`src/rtl/tinysat_solver.sv`:
```
// Brute-force CNF SAT solver: streamed DIMACS-style literals, one candidate assignment per cycle.
// Define TINYSAT_COUNT_EN to run the exhaustive search and count every satisfying assignment.
module tinysat_solver #(
   parameter int NVARS       = 4,
   parameter int MAX_CLAUSES = 8,
   parameter int LIT_W       = 5
) (
   input  logic             clk,
   input  logic             rst,
   input  logic             run,
   input  logic             load,
   input  logic [LIT_W-1:0] data,
   output logic [NVARS-1:0] x,
   output logic             sol,
   output logic             done,
   output logic             busy,
   output logic             ovf,
   output logic [NVARS:0]   count
);

   localparam int NC_W = $clog2(MAX_CLAUSES + 1);

   localparam logic [1:0] S_IDLE   = 2'd0;
   localparam logic [1:0] S_SEARCH = 2'd1;
   localparam logic [1:0] S_DONE   = 2'd2;

   localparam logic [NVARS:0] CAND_LAST = {1'b0, {NVARS{1'b1}}};

   logic [1:0]             state;
   logic [NVARS:0]         cand;
   logic [NC_W-1:0]        nclauses;
   logic [NVARS-1:0]       pos_mem [MAX_CLAUSES];
   logic [NVARS-1:0]       neg_mem [MAX_CLAUSES];
   logic [NVARS-1:0]       stage_pos;
   logic [NVARS-1:0]       stage_neg;

   logic [MAX_CLAUSES-1:0] clause_ok;
   logic                   all_sat;
   logic                   last_cand;
   logic [LIT_W-1:0]       mag;
   logic                   lit_zero;
   logic                   lit_bad;
   logic                   slot_free;

`ifdef TINYSAT_COUNT_EN
   logic                   found;
   logic [NVARS-1:0]       first_x;
`endif

   assign busy = (state == S_SEARCH);

   // The most negative literal negates to itself; as unsigned it exceeds NVARS and is rejected.
   assign mag       = data[LIT_W-1] ? -data : data;
   assign lit_zero  = (data == '0);
   assign lit_bad   = (mag > LIT_W'(NVARS));
   assign slot_free = (int'(nclauses) < MAX_CLAUSES);

   always_comb begin
      // NOTE: every combinational output gets a default first so no latch is inferred.
      clause_ok = '0;
      for (int i = 0; i < MAX_CLAUSES; i++) begin
         clause_ok[i] = (int'(nclauses) <= i)
                      | (|(pos_mem[i] & cand[NVARS-1:0]))
                      | (|(neg_mem[i] & ~cand[NVARS-1:0]));
      end
      all_sat   = &clause_ok;
      last_cand = (cand == CAND_LAST);
   end

   always_ff @(posedge clk) begin
      if (rst) begin
         state     <= S_IDLE;
         cand      <= '0;
         nclauses  <= '0;
         stage_pos <= '0;
         stage_neg <= '0;
         x         <= '0;
         sol       <= 1'b0;
         done      <= 1'b0;
         ovf       <= 1'b0;
         // NOTE: clause storage is cleared on reset because rst must wipe the whole formula.
         for (int i = 0; i < MAX_CLAUSES; i++) begin
            pos_mem[i] <= '0;
            neg_mem[i] <= '0;
         end
`ifdef TINYSAT_COUNT_EN
         count     <= '0;
         found     <= 1'b0;
         first_x   <= '0;
`endif
      end else begin
         case (state)
            S_IDLE: begin
               if (run) begin
                  state <= S_SEARCH;
                  cand  <= '0;
                  x     <= '0;
`ifdef TINYSAT_COUNT_EN
                  count <= '0;
                  found <= 1'b0;
`endif
               end
               if (load) begin
                  if (lit_zero) begin
                     if (slot_free) begin
                        for (int i = 0; i < MAX_CLAUSES; i++) begin
                           if (int'(nclauses) == i) begin
                              pos_mem[i] <= stage_pos;
                              neg_mem[i] <= stage_neg;
                           end
                        end
                        nclauses <= nclauses + NC_W'(1);
                     end else begin
                        ovf <= 1'b1;
                     end
                     stage_pos <= '0;
                     stage_neg <= '0;
                  end else if (lit_bad) begin
                     ovf <= 1'b1;
                  end else begin
                     for (int i = 0; i < NVARS; i++) begin
                        if (mag == LIT_W'(i + 1)) begin
                           if (data[LIT_W-1]) stage_neg[i] <= 1'b1;
                           else               stage_pos[i] <= 1'b1;
                        end
                     end
                  end
               end
            end

            S_SEARCH: begin
`ifdef TINYSAT_COUNT_EN
               if (all_sat) begin
                  count <= count + (NVARS+1)'(1);
                  if (!found) begin
                     found   <= 1'b1;
                     first_x <= cand[NVARS-1:0];
                  end
               end
               if (last_cand) begin
                  state <= S_DONE;
                  done  <= 1'b1;
                  sol   <= found | all_sat;
                  x     <= found ? first_x : (all_sat ? cand[NVARS-1:0] : '0);
               end else begin
                  cand <= cand + (NVARS+1)'(1);
               end
`else
               if (all_sat || last_cand) begin
                  state <= S_DONE;
                  done  <= 1'b1;
                  sol   <= all_sat;
                  x     <= all_sat ? cand[NVARS-1:0] : '0;
               end else begin
                  cand <= cand + (NVARS+1)'(1);
               end
`endif
            end

            S_DONE: begin
               if (!run) begin
                  state <= S_IDLE;
                  done  <= 1'b0;
                  sol   <= 1'b0;
               end
            end

            default: state <= S_IDLE;
         endcase
      end
   end

`ifndef TINYSAT_COUNT_EN
   assign count = '0;
`endif

endmodule

```
`config.mk`:
```
export PLATFORM = sky130hd
export DESIGN_NAME = tinysat_solver
export DESIGN_NICKNAME = d
export VERILOG_FILES = /design/src/rtl/tinysat_solver.sv
export SDC_FILE = /design/constraint.sdc
export NUM_CORES = 1
export LEC_CHECK = 0
export CAP_MARGIN = 20
export CORE_MARGIN = 5
export CORE_UTILIZATION = 30
export DETAILED_ROUTE_END_ITERATION = 6
export SETUP_SLACK_MARGIN = 0.5
export SKIP_LAST_GASP = 1
export SYNTH_ARGS = -nofsm -noshare
export SYNTH_HDL_FRONTEND = slang
export SYNTH_SLANG_ARGS = --single-unit
```
`constraint.sdc`:
```
create_clock -name clk -period 2.5 [get_ports clk]
set_input_delay 0.5 -clock clk [delete_from_list [all_inputs] [get_ports clk]]
set_output_delay 0.5 -clock clk [all_outputs]
set_load 0.005 [all_outputs]
```
; ---- After elaboration in Yosys (flattened, before gate mapping)
; Memory sizes are Yosys's and may differ from the RTL's.
; Index checks and enable logic that the tools add are counted.
[classes]
n_eq_ne = 21
n_mux = 108
reduce_logical = 43
magnitude_cmp = 10
n_bitwise = 49
addsub = 3
[ops]
columns = op, n
row1 = two-way mux 4 bit, 23
row2 = two-way mux 1 bit, 74
row3 = bitwise AND 4 bit, 16
row4 = OR reduction 4 bit, 16
row5 = AND reduction 5 bit, 8
row6 = OR 1 bit, 32
row7 = == test 4 bit (second input constant), 4
row8 = <= comparator 4 x 3 -> 1 bit (second input constant), 4
row9 = nonzero test 2 bit, 8
row10 = two-way mux 5 bit, 3
row11 = AND reduction 3 bit, 4
row12 = == test 5 x 2 -> 1 bit (second input constant), 2
row13 = != test 2 bit (second input constant), 5
row14 = case mux 5 bit (2 select lines), 1
row15 = == test 4 x 3 -> 1 bit (second input constant), 2
row16 = <= comparator 4 x 1 -> 1 bit (second input constant), 2
row17 = <= comparator 4 x 2 -> 1 bit (second input constant), 2
row18 = case mux 4 bit (2 select lines), 1
row19 = AND reduction 4 bit, 2
row20 = AND reduction 8 bit, 1
row21 = two-way mux 2 bit, 3
row22 = case mux 2 bit (3 select lines), 1
row23 = adder 5 x 1 -> 5 bit (second input constant), 1
row24 = == test 5 x 1 -> 1 bit (second input constant), 1
row25 = 16 further kinds, 18
[totals]
mem_count = 2
out_inout_bits = 13
mem_bits_rw = 64
ff_bits = 26
[mem_list]
columns = name, words, width, rd, rd_ports_with_merged_regs, write_ports, line_no
row1 = neg_mem, 8, 4, 8, 0, 8, 33  ; logic [NVARS-1:0] neg_mem [MAX_CLAUSES];
row2 = pos_mem, 8, 4, 8, 0, 8, 32  ; logic [NVARS-1:0] pos_mem [MAX_CLAUSES];

; ---- Longest topological paths before layout
; Gate-level depths: netlist of run 1.
[logic_depth]
ltp_word = 9
depth_mapped = 10
depth_no_buf = 9

; ---- Worst setup path after synthesis of run 1
; No wires, ideal clock.
[synth_path]
path_kind = input to register
start = in data[0]
end = mem neg_mem[0][0], enable pin
path_slack_ns = 0.147
stages = 8
setup_time_ns = 0.329
path_buffers = 1
arrival_ns = 2.024
path_cell_list = inv_1 -> ha_1 -> clkbuf_1 -> and2_1 -> nand2_1 -> nor3_1 -> nand2_1 -> nand2_1
[synth_lines]
columns = item, line_no
row1 = start: declaration, 12  ; input logic [LIT_W-1:0] data,
row2 = end: declaration, 33

; ---- Worst setup path in the final report of run 1
[layout_path]
start = reg cand[1]
end = reg cand[2]
[layout_via]
elab_chain_cells = 8
elab_cells_between_ends = 57
cone_classes = add/sub (1) / eq/ne (2) / mux (2) / bitwise (33) / reduce/logical (19)
[layout_rtl]
columns = item, line_no
row1 = start: declaration, 30  ; logic [NVARS:0] cand;
row2 = start signal: assignment, 155  ; cand <= cand + (NVARS+1)'(1);
row3 = bitwise AND 4 bit / NOT 4 bit (equally long branches), "63, 64"
row4 = OR reduction 4 bit / bitwise AND 4 bit (equally long branches), "63, 64"
row5 = OR 1 bit / OR reduction 4 bit (equally long branches), "63, 64"
row6 = OR 1 bit, 64  ; | (|(neg_mem[i] & ~cand[NVARS-1:0]));
row7 = AND reduction 8 bit, 66  ; all_sat = &clause_ok;
row8 = logical OR 1 bit, 149  ; if (all_sat || last_cand) begin
row9 = != test 2 bit (no source line), n/a
row10 = AND reduction 3 bit (no source line), n/a
; Several ways; a longest one is shown, not always the timed one. The select of a mux whose other input is x is not followed.
; A chain may end at the register's enable or synchronous reset.

==> results of run 1 <==
==> cell families after synthesis <==
| logic type | Yosys count | share of synthesized area (%) |
|---|---|---|
| AOI/OAI and AO/OA | 68 | 12.69 |
| xor gates and xnor gates | 2 | 0.4200 |
| adders and majority gates | 8 | 2.400 |
| buffers and inverters | 41 | 4.919 |
| DFF | 90 | 58.55 |
| muxes | 17 | 4.169 |
| other | 1 | 0.08990 |
| and+or+nand+nor | 156 | 16.77 |
==> path summary, 6_finish.rpt <==
path | depth (start not counted) | endpoint | startpoint
worst max-delay path | 9 | cand[2] | cand[1]
worst min-delay path | 2 | stage_neg[0] | stage_neg[0]
worst max register to register | 9 | cand[2] | cand[1]
worst min register to register | 2 | stage_neg[0] | stage_neg[0]
==> worst reg2reg max path: cells and delay by family (launching register included) <==
family	cells	cell delay, ps
buffers and inverters	2	300
AO/OA/AOI/OAI	3	760
AND/OR/NAND/NOR	3	430
flip-flops	1	380
multiplexers	1	200
==> per-stage QoR <==
step / worst slack, ps / hold WS (ps) / setup TNS, ps
after floorplan: 477.4 / 424.9 / 0
after global placement: -126.3 / 437.6 / -673.1
after detailed placement: -162.0 / 441.4 / -1030
after CTS: 336.1 / 456.0 / 0
after global routing: 240.2 / 478.6 / 0
final: 328.9 / 450.6 / 0
==> where the power goes <==
group | internal, mW | leakage [nW] | switching [mW]
Combinational | 0.0894 | 1.07 | 0.111
Clock | 1.00 | 0.166 | 0.535
Sequential | 1.63 | 0.876 | 0.0147
Total | 2.72 | 2.12 | 0.662
==> cells in the final DEF (no fill, tap or decap), types with 4 or more instances in the layout <==
cell type / n
o21a_1: 6
ha_1: 6
nor3_1: 6
inv_1: 14
o21ai_1: 5
a22o_1: 9
clkbuf_16: 9
nand2_1: 36
nand2_4: 9
dfxtp_1: 20
clkdlybuf4s50_1: 11
inv_2: 5
buf_6: 6
conb_1: 5
a21oi_1: 8
o21ai_0: 6
buf_4: 50
edfxtp_1: 64
mux2i_1: 13
a221o_1: 5
dfxtp_4: 6
o32ai_2: 4
and2_1: 5
buf_12: 7
nor2_1: 69
a221oi_1: 5
==> repair_timing <==
action / CTS / global route
pin swaps: 14 / 17
endpoints found under the setup margin: 118 / 29
buffers inserted: 5 / 5
hold endpoints to repair: 0 / 0
resized for setup: 28 / 17
==> final cells by class <==
class / count / area (sq um) / area share, %
well taps: 180 / 225.2 / 4.013
multi-input cells: 256 / 1754 / 31.26
repair buffers: 79 / 729.5 / 13.00
flip-flops and latches: 90 / 2465 / 43.92
inverters: 22 / 92.59 / 1.650
clock inverters: 5 / 102.6 / 1.828
clock buffers: 11 / 242.7 / 4.326
==> registers in the layout (all words and copies together) (netlist names), 2 cells and up <==
signal     flops
x              4
neg_mem       32
stage_neg      4
state          2
nclauses       4
stage_pos      4
pos_mem       32
cand           5
==> metal layers <==
metal / up-vias / wire, um / GRT usage [%]
li1: 1519 / - / -
met1: 1482 / 4375 / 16.46
met2: 49 / 4997 / 21.69
met3: 4 / 545 / 2.375
met4: 0 / 67 / 4.245
met5: - / 0 / 0
==> out/qor.csv, run 1 <==
metric,value,unit
status,finished clean,
Fin Clk Skew,6.672,ps
post-route design area,5612,sq um
"Top FF cell, synth",edfxtp_1,
Final Hold Vio Count,0,
Detailed Route Iter0 Violations,194,
clock latency on the worst-skew pair,330,ps
1st-pass router iterations,4,
share of flip-flops with an asynchronous set or reset,0,%
P_leak,2.115,nW
post-synthesis sequential area ratio,58.55,%
Final min period,2171,ps
Placer Congestion,0.7682,
Cells after DPL,617,
Synth Register Bits,90,
area delta synth->final,34.52,%
"EDFF count, synth",64,
DRC,0,
DIE HEIGHT,127.9,um
Worst Hold Class,reg -> reg,
post-route clock period utilization,86.84,%
Reg2Reg Setup Slack,330,ps
Tot Pwr,3.382,mW
clock buffer depth,2,
port bufs,16,
DRT antenna net count,0,
critical path type,reg -> reg,
RSZ-0062 raised after global routing,true,
total track usage,12.79,%
CTS tree,yes,
largest cells by area after synthesis,"edfxtp_1 46%, dfxtp_1 12%, nor2_1 6.4%",
max incr delay on CP,380,ps
CP arrival,2400,ps
Root Buffer,clkbuf_16,
Detailed Place HPWL,7124,um
maxcap violations,0,
cells after synthesis,383,
H-Tree Depth,3,
drt wl/cell,15.53,um
number of clock sinks,90,
total CTS buffers,9,
Critical Path Fanout Max,7,
Netlist Area Pre-Place,4172,sq um
WL final,9986,um
# rows,43,
I/O Pins,22,
Yosys top cell by area,edfxtp_1,
final core occ,40.74,%
CP required,2730,ps
clock-pin slew on the worst setup and hold paths,60,ps
crit path cell chain,buf_12 > a22o_1 > a221o_1 > nor3_2 > nor4_4 > a211oi_4 > buf_12 > mux2i_2 > nand2_1,
cell mode on critical path,buf_12,
die area,16360,sq um
fmax,0.4606,GHz
Synth top cells by count,"71 x nor2_1, 64 x edfxtp_1, 47 x nand2_1",
WP buf/inv,2,
layout net count,475,
post-synth cell types,53,
Worst Setup End Kind,register,
Slew HR,63.82,%
cell with the most instances after synthesis,nor2_1,
post-route insts no fill,643,
placed instance area,5072,sq um
via count,3054,
Yosys Warn Count,0,
CORE AREA,13770,sq um
# diodes,0,
final setup fails,0,
Overflow after GRT,0,
Worst IR Drop VDD,0.2542,mV
initial core utilization,30.29,%
first-pass GRT wire length,16100,um
largest net degree at the start of global routing,19,
initial antenna violation count,0,
share of layout cells above drive strength 1,29.81,%
Crit-path slowest cell,dfxtp_4,
cell family with most CP delay,compound AO/OA/AOI/OAI gates,
CP Launch Type,register,
PD cells,602.7,nW/um^2
Via density,4.750,
fillcell total,1327,
area share of the largest cell type after synthesis,46.07,%
chip width,127.9,um
Least-Margin Pin Slew,542.2,ps
synthesized area per cell,10.89,sq um
vias in the first global route,3155,
Max Slew Vio Count,0,
CTS Hold Bufs,0,
Power figures use the tool's default switching activity.
==> inputs of run 2 (changes only) <==
--- a/config.mk
+++ b/config.mk
@@ -9,6 +9,7 @@
 export CORE_MARGIN = 5
 export CORE_UTILIZATION = 30
 export DETAILED_ROUTE_END_ITERATION = 6
+export HOLD_SLACK_MARGIN = 0.08
 export SETUP_SLACK_MARGIN = 0.5
 export SKIP_LAST_GASP = 1
 export SYNTH_ARGS = -nofsm -noshare
==> results of run 2 <==
Same layout as run 1: the final DEF is identical, and so are final timing and power.
